--- src/rtl/uart_echo_buffer.sv ---
// uart_echo_buffer: 16-entry FIFO between uart_rx and uart_tx that replays every received byte in order.
// Define UART_ECHO_STATS_EN to add the 16-bit rx_cnt / tx_cnt / drop_cnt counters.
//
// state | meaning
// IDLE  | no frame outstanding; pops the FIFO head into tx_data when non-empty
// WAIT  | one frame handed to uart_tx; waiting for its tx_done
module uart_echo_buffer #(
    parameter int DATA_W = 8,
    parameter int ADDR_W = 4
) (
    input  logic              clk,
    input  logic              reset,
    input  logic              rx_done,
    input  logic [DATA_W-1:0] rx_data,
    input  logic              tx_done,
    output logic              tx_start,
    output logic [DATA_W-1:0] tx_data,
    output logic [ADDR_W:0]   fifo_count,
    output logic              overflow,
    input  logic              clear_ovf,
    output logic              busy
`ifdef UART_ECHO_STATS_EN
    ,
    output logic [15:0]       rx_cnt,
    output logic [15:0]       tx_cnt,
    output logic [15:0]       drop_cnt
`endif
);
    localparam int DEPTH = 2**ADDR_W;
    localparam logic [ADDR_W:0] FULL = (ADDR_W+1)'(DEPTH);

    typedef enum logic {IDLE = 1'b0, WAIT = 1'b1} state_t;

    state_t            state;
    state_t            state_next;
    logic [DATA_W-1:0] mem [DEPTH];
    logic [ADDR_W-1:0] wr_ptr;
    logic [ADDR_W-1:0] rd_ptr;
    logic              push;
    logic              drop;
    logic              pop;
    logic [ADDR_W:0]   count_next;

    // Fullness is judged on the registered count, so a same-cycle pop never rescues a byte.
    assign push = rx_done && (fifo_count != FULL);
    assign drop = rx_done && (fifo_count == FULL);

    always_ff @(posedge clk or negedge reset) begin
        if (!reset) begin
            state <= IDLE;
        end else begin
            state <= state_next;
        end
    end

    // tx_start is high exactly in the first WAIT cycle, which is when tx_done must be ignored.
    always_comb begin
        state_next = state;
        case (state)
            IDLE:    if (fifo_count != '0) state_next = WAIT;
            WAIT:    if (!tx_start && tx_done) state_next = IDLE;
            default: state_next = IDLE;
        endcase
    end

    always_comb begin
        pop = (state == IDLE) && (fifo_count != '0);
    end

    always_comb begin
        count_next = fifo_count;
        if (push && !pop) begin
            count_next = fifo_count + (ADDR_W+1)'(1);
        end else if (pop && !push) begin
            count_next = fifo_count - (ADDR_W+1)'(1);
        end
    end

    always_ff @(posedge clk) begin
        if (push) begin
            mem[wr_ptr] <= rx_data;
        end
    end

    always_ff @(posedge clk or negedge reset) begin
        if (!reset) begin
            wr_ptr     <= '0;
            rd_ptr     <= '0;
            fifo_count <= '0;
            tx_start   <= 1'b0;
            tx_data    <= '0;
            overflow   <= 1'b0;
            busy       <= 1'b0;
        end else begin
            if (push) begin
                wr_ptr <= wr_ptr + ADDR_W'(1);
            end
            if (pop) begin
                tx_data <= mem[rd_ptr];
                rd_ptr  <= rd_ptr + ADDR_W'(1);
            end
            tx_start   <= pop;
            fifo_count <= count_next;
            if (drop) begin
                overflow <= 1'b1;
            end else if (clear_ovf) begin
                overflow <= 1'b0;
            end
            busy <= (state_next != IDLE) || (count_next != '0);
        end
    end

`ifdef UART_ECHO_STATS_EN
    always_ff @(posedge clk or negedge reset) begin
        if (!reset) begin
            rx_cnt   <= '0;
            tx_cnt   <= '0;
            drop_cnt <= '0;
        end else begin
            if (rx_done) rx_cnt   <= rx_cnt + 16'd1;
            if (pop)     tx_cnt   <= tx_cnt + 16'd1;
            if (drop)    drop_cnt <= drop_cnt + 16'd1;
        end
    end
`endif

endmodule

--- config.mk ---
export PLATFORM = sky130hd
export DESIGN_NAME = uart_echo_buffer
export DESIGN_NICKNAME = d
export VERILOG_FILES = /design/src/rtl/uart_echo_buffer.sv
export SDC_FILE = /design/constraint.sdc
export NUM_CORES = 1
export LEC_CHECK = 0
export CORE_MARGIN = 4
export CORE_UTILIZATION = 38
export CTS_BUF_LIST = sky130_fd_sc_hd__clkbuf_4 sky130_fd_sc_hd__clkbuf_8
export CTS_CLUSTER_DIAMETER = 40
export CTS_CLUSTER_SIZE = 16
export DETAILED_ROUTE_END_ITERATION = 10
export MAX_ROUTING_LAYER = met4
export SYNTH_ARGS = -nofsm -noshare
export SYNTH_HDL_FRONTEND = slang
export SYNTH_SLANG_ARGS = --single-unit
--- constraint.sdc ---
create_clock -name clk -period 4.1 [get_ports clk]
set_input_delay 0.82 -clock clk [delete_from_list [all_inputs] [get_ports clk]]
set_output_delay 0.82 -clock clk [all_outputs]
set_load 0.005 [all_outputs]
==> results of run 1 <==
[where the power goes]
group	leakage [nW]	total [mW]	switching, mW	internal (mW)
sequential	1.46	2.14	0.206	1.93
clock	0.169	1.04	0.563	0.476
combinational	0.682	1.42	0.681	0.740
total	2.31	4.60	1.45	3.15
[flip-flops by register name, indices dropped and copies added, names as in the netlist]
signal and flops:
state 1, busy 1, rd_ptr 4, fifo_count 5, tx_data 8, tx_start 1
wr_ptr 4, overflow 1, mem 128
[area by class of cell]
type / instances / share of cell area [%]
Timing Repair Buffer: 32 / 4.42
Inverter: 8 / 0.464
Sequential cell: 153 / 63.7
Tap cell: 216 / 3.85
Multi-Input combinational cell: 142 / 22.4
Clock buffer: 17 / 3.34
Clock inverter: 15 / 1.84
[cells by family after synthesis]
logic type / synth area share (%)
compound gates: 2.57
xor+xnor: 1.57
mux: 14.7
flops: 72.7
buf+inv: 1.75
simple gates: 5.15
fa+ha+maj: 1.59
[cells in the final DEF, fill, tap and decap left out, drive strengths merged, types with 3 or more instances in the layout]
master,Yosys,final
dfrtp,25,25
clkbuf,9,17
edfxtp,128,128
mux2i,9,9
nor3,9,9
and4,4,4
o21ai,3,3
xnor2,10,10
buf,8,4
a221o,8,8
and2,15,15
mux2,8,8
ha,7,7
nand4,4,4
inv,8,9
clkinv,0,8
clkinvlp,0,5
nor2,3,3
clkdlybuf4s50,0,28
mux4,32,32
nand2,14,14
[per-stage QoR]
step / util (%) / total power, mW
3_5_place_dp: 41.9 / 3.63
6_report: 44.2 / 4.60
3_3_place_gp: 41.9 / 3.60
2_1_floorplan: - / 3.13
5_1_grt: 44.2 / 4.88
4_1_cts: 44.2 / 4.66
[routing by layer]
layer	track usage, %	wire length (um)
met1	19.0	5330
met2	22.2	5710
met3	3.71	605
met4	4.70	121
met5	-	0
[how the worst max path moves through the flow]
stage                           end  slack [ps]  cells past startpoint
after floorplan           mem[7][0]        1840                      9
after global placement    mem[7][3]        1180                      5
after detailed placement  mem[5][6]        1150                      5
after CTS                      busy        1160                      8
after global routing           busy         960                      8
final                          busy        1210                      8
==> flow_metrics.py, run 1 <==
metrics = {
    "status": {
        "run_status": "finished clean",
    },
    "clock_tree": {
        "clk_latency_ps": 440,
        "cts_resized": 0,
        "clockBufferDepth": 2,
        "htreeDepth": 4,
        "numClockSinks": 153,
        "cts-buffers-inserted": 17,
        "postCtsSetupBuffers": 0,
        "cts-root-buf": "clkbuf_8",
        "cts_tree": "done",
        "postCtsHoldBufs": 0,
        "clk_pin_slew_ps": 80,
    },
    "floorplanning": {
        "die_x_um": 135,
        "initial_core_util_pct": 38.7,
        "dieHeight_um": 135,
        "die-area_mm2": 0.0183,
        "io_pins": 29,
        "core_mm2": 0.0159,
        "rows": 46,
    },
    "finish": {
        "layout.nets": 374,
        "n_antenna_cell": 0,
        "areaGrowthSynthToFinish_pct": 14.1,
        "fillCellCount": 1401,
        "stdcell_count": 583,
        "stdcell_area_mm2": 0.00702,
        "multi_input_area_mm2": 0.00157,
        "regArea_mm2": 0.00447,
        "drive_gt1_share_pct": 21.3,
    },
    "timing": {
        "max_freq_mhz": 346,
        "period_needed_ps": 2890,
        "slew_violations": 0,
        "finalCritPeriodShare_pct": 70.4,
        "fin_ws_ps": 1210,
        "rsz0062_at_grt": "no",
        "whs_ps": 520,
        "final.setup.tns_ps": 0,
        "clock_skew_ps": 13.1,
        "max_slew.worst_pin.slew_ps": 884,
        "hold_viol_final": 0,
        "max_slew_margin_pct": 41.1,
        "setup_viol": 0,
    },
    "worst_setup_path": {
        "worst-endpoint-required_ps": 4410,
        "worstPathMaxFanout": 25,
        "crit_path_start": "fifo_count[1]",
        "startpoint_type": "flop",
        "r2r_slack_ps": 1210,
        "crit_arrival_ps": 3200,
        "crit_slowest_cell": "or2_1",
        "crit_buf_inv": 2,
        "cpPeakStageDelay_ps": 740,
        "critPathTopFamily": "simple AND/OR/NAND/NOR gates",
        "crit_type": "reg -> reg",
        "path_cells": "inv_1, ha_1, nor4b_2, or2_1, inv_4, a31oi_2, xnor2_1, or4_1",
        "reg2reg_from": "fifo_count[1]",
        "r2r_cells": 8,
        "r2r-end": "busy",
        "worstSetupEndpointType": "flop",
    },
    "hold_path": {
        "hold_path_class": "reg -> reg",
        "hold_path.startpoint": "tx_data[2]",
        "holdPathEnd": "tx_data[2]",
        "hold_path_depth": 1,
    },
    "drt": {
        "avgViaCountPerCell": 5.10,
        "drc_errors": 0,
        "final_antenna_net_count": 0,
        "drtPass1Iterations": 4,
        "first_iter_violations": 227,
        "post_drt_wl_per_cell_um": 20.2,
        "num_vias": 2971,
        "routed_wl_um": 11800,
    },
    "yosys": {
        "yosysTopAreaCellShare_pct": 62.5,
        "synth-seq-cells": 153,
        "async_reset_ff_share_pct": 16.3,
        "synth_commonest_cells": "edfxtp_1, mux4_2, dfrtp_1",
        "netlist_instances": 320,
        "synth-edff-count": 128,
        "synth_top_cell_by_area": "edfxtp_1",
        "synth.most_common_cell": "edfxtp_1",
        "synth.avg_cell_area_um2": 19.2,
        "synth_seq_area_share_pct": 72.7,
        "synth_fp_nets": 340,
        "ys_types": 35,
        "synth_ff_type": "edfxtp_1",
        "synth_area_mm2": 0.00615,
        "yosys_warnings": 0,
        "netlist_top_cells_area": "edfxtp_1, mux4_2, dfrtp_1",
    },
    "placement": {
        "port_buffers": 28,
        "placedCellCount": 551,
        "dp_worst_setup_slack_ps": 1150,
        "placed_cell_area_mm2": 0.00665,
        "place_congestion": 0.762,
        "dp_hpwl_um": 7890,
    },
    "run": {
        "drv_cap": 0,
    },
    "grt": {
        "grt_pass1_wl_um": 18600,
        "gr-total-overflow": 0,
        "first_global_vias": 3119,
        "track_usage_pct": 14.4,
        "grt_max_degree": 33,
        "antenna_found_initial": 0,
    },
    "power_and_ir_drop": {
        "cellLeakagePower_nw": 2.31,
        "ir_drop_mv": 0.271,
        "powerDensity_mw_per_mm2": 656,
    },
}
(Power assumes the default switching activity.)
==> inputs of run 2 (changes only) <==
==> constraint.sdc (replaced) <==
create_clock -name clk -period 2.6 [get_ports clk]
set_input_delay 0.52 -clock clk [delete_from_list [all_inputs] [get_ports clk]]
set_output_delay 0.52 -clock clk [all_outputs]
set_load 0.005 [all_outputs]
==> flow_metrics.py, run 2 (same netlist as run 1, synthesis figures left out) <==
metrics = {
    "grt": {
        "grt_max_degree": 36,
        "first_global_vias": 3243,
        "grt_pass1_wl_um": 19500,
        "antenna_found_initial": 0,
        "gr-total-overflow": 0,
        "track_usage_pct": 15.2,
    },
    "finish": {
        "largest_reg_flops": 128,
        "drive_gt1_share_pct": 25.1,
        "fillCellCount": 1365,
        "top_regs": "mem x128, tx_data x8, fifo_count x5",
        "layout_common_cells": "edfxtp_1, mux4_2, clkdlybuf4s50_1, dfrtp_1, buf_4",
        "layout_commonest_cell": "edfxtp_1",
        "n_antenna_cell": 0,
        "stdcell_area_mm2": 0.00727,
        "regArea_mm2": 0.00447,
        "top_register": "mem",
        "layout.nets": 393,
        "stdcell_count": 602,
        "multi_input_area_mm2": 0.00157,
        "final_core_util_pct": 45.7,
        "areaGrowthSynthToFinish_pct": 18.2,
    },
    "floorplanning": {
        "die_x_um": 135,
        "die-area_mm2": 0.0183,
        "io_pins": 29,
        "dieHeight_um": 135,
        "initial_core_util_pct": 38.7,
        "rows": 46,
        "core_mm2": 0.0159,
    },
    "hold_path": {
        "hold_path_class": "in -> async",
    },
    "timing": {
        "setup_viol": 0,
        "max_freq_mhz": 419,
        "fin_ws_ps": 213,
        "whs_ps": 445,
        "slew_violations": 0,
        "rsz0062_at_grt": "no",
        "final.setup.tns_ps": 0,
        "finalCritPeriodShare_pct": 91.8,
        "clock_skew_ps": 7.99,
        "max_slew.worst_pin.slew_ps": 668,
        "hold_viol_final": 0,
        "period_needed_ps": 2390,
        "max_slew_margin_pct": 55.3,
    },
    "drt": {
        "routed_wl_um": 12300,
        "avgViaCountPerCell": 5.06,
        "post_drt_wl_per_cell_um": 20.5,
        "final_antenna_net_count": 0,
        "first_iter_violations": 300,
        "drc_errors": 0,
        "num_vias": 3049,
        "drtPass1Iterations": 4,
    },
    "run": {
        "drv_cap": 0,
    },
    "power_and_ir_drop": {
        "ir_drop_mv": 0.498,
        "powerDensity_mw_per_mm2": 1070,
        "cellLeakagePower_nw": 2.47,
        "p_total_mw": 7.78,
    },
    "clock_tree": {
        "clk_latency_ps": 440,
        "clockBufferDepth": 2,
        "numClockSinks": 153,
        "postCtsSetupBuffers": 0,
        "clk_pin_slew_ps": 80,
        "cts_tree": "done",
        "cts-root-buf": "clkbuf_8",
        "cts-buffers-inserted": 17,
        "htreeDepth": 4,
        "cts_resized": 0,
        "postCtsHoldBufs": 0,
    },
    "worst_setup_path": {
        "worst-endpoint-required_ps": 2900,
        "crit_arrival_ps": 2690,
        "crit_type": "reg -> reg",
        "startpoint_type": "flop",
        "cpPeakStageDelay_ps": 490,
        "r2r_slack_ps": 210,
        "r2r-end": "busy",
        "critPathTopFamily": "simple AND/OR/NAND/NOR gates",
        "reg2reg_from": "fifo_count[1]",
        "r2r_cells": 8,
        "crit_buf_inv": 2,
        "worstPathMaxFanout": 6,
        "path_cells": "inv_1, ha_1, nor4b_2, or2_1, buf_4, maj3_1, o22ai_1, or4_1",
        "crit_slowest_cell": "or4_1",
        "worstSetupEndpointType": "flop",
    },
    "status": {
        "run_status": "finished clean",
    },
    "placement": {
        "place_congestion": 0.861,
        "port_buffers": 28,
        "placedCellCount": 570,
        "placed_cell_area_mm2": 0.00683,
        "dp_worst_setup_slack_ps": 149,
        "dp_hpwl_um": 8130,
    },
}
==> run 2: cell count changes in the layout (fill, tap and decap cells not counted), moves of 3 or more <==
cell	before	now
buf_12	0	3
clkbuf_4	0	3
clkinv_4	4	0
clkinvlp_4	5	1
bufinv_16	1	4
buf_4	4	20
==> run 2: cell type report <==
| class | instances | area share, % |
|---|---|---|
| Sequential cell | 153 | 61.5 |
| Clock inverter | 10 | 2.07 |
| Tap cell | 216 | 3.72 |
| Multi-Input combinational cell | 142 | 21.6 |
| Timing Repair Buffer | 51 | 6.75 |
| Inverter | 8 | 0.448 |
| Clock buffer | 22 | 3.91 |
==> run 2: worst max-delay path by stage <==
stage	endpoint	from	depth (start not counted)
after global placement	mem[5][3]	rx_done	5
after floorplan	mem[7][0]	fifo_count[0]	9
final	busy	fifo_count[1]	8
after detailed placement	mem[6][3]	rx_done	5
after global routing	busy	fifo_count[1]	8
after CTS	busy	fifo_count[1]	8
==> run 2: worst register-to-register path: cells and delay by family, from the launching register on <==
| family | cells | cell delay [ps] |
|---|---|---|
| buf+inv | 2 | 270 |
| compound gates | 1 | 100 |
| simple gates | 3 | 1100 |
| fa+ha+maj | 2 | 380 |
| flops | 1 | 390 |
==> run 2: power by group <==
part | internal [mW] | switching [mW] | total [mW]
Combinational | 1.31 | 1.22 | 2.53
Sequential | 3.05 | 0.266 | 3.32
Clock | 1.12 | 0.815 | 1.93
==> run 2: routing by layer <==
layer  global-route usage (%)  share of wire [%]  vias to the layer above
met1                     20.4                 45                     1571
met3                     3.97                5.0                        8
met5                        -                  0                        -
li1                         -                  -                     1385
met4                     6.72                1.5                        0
met2                     21.9                 49                       85
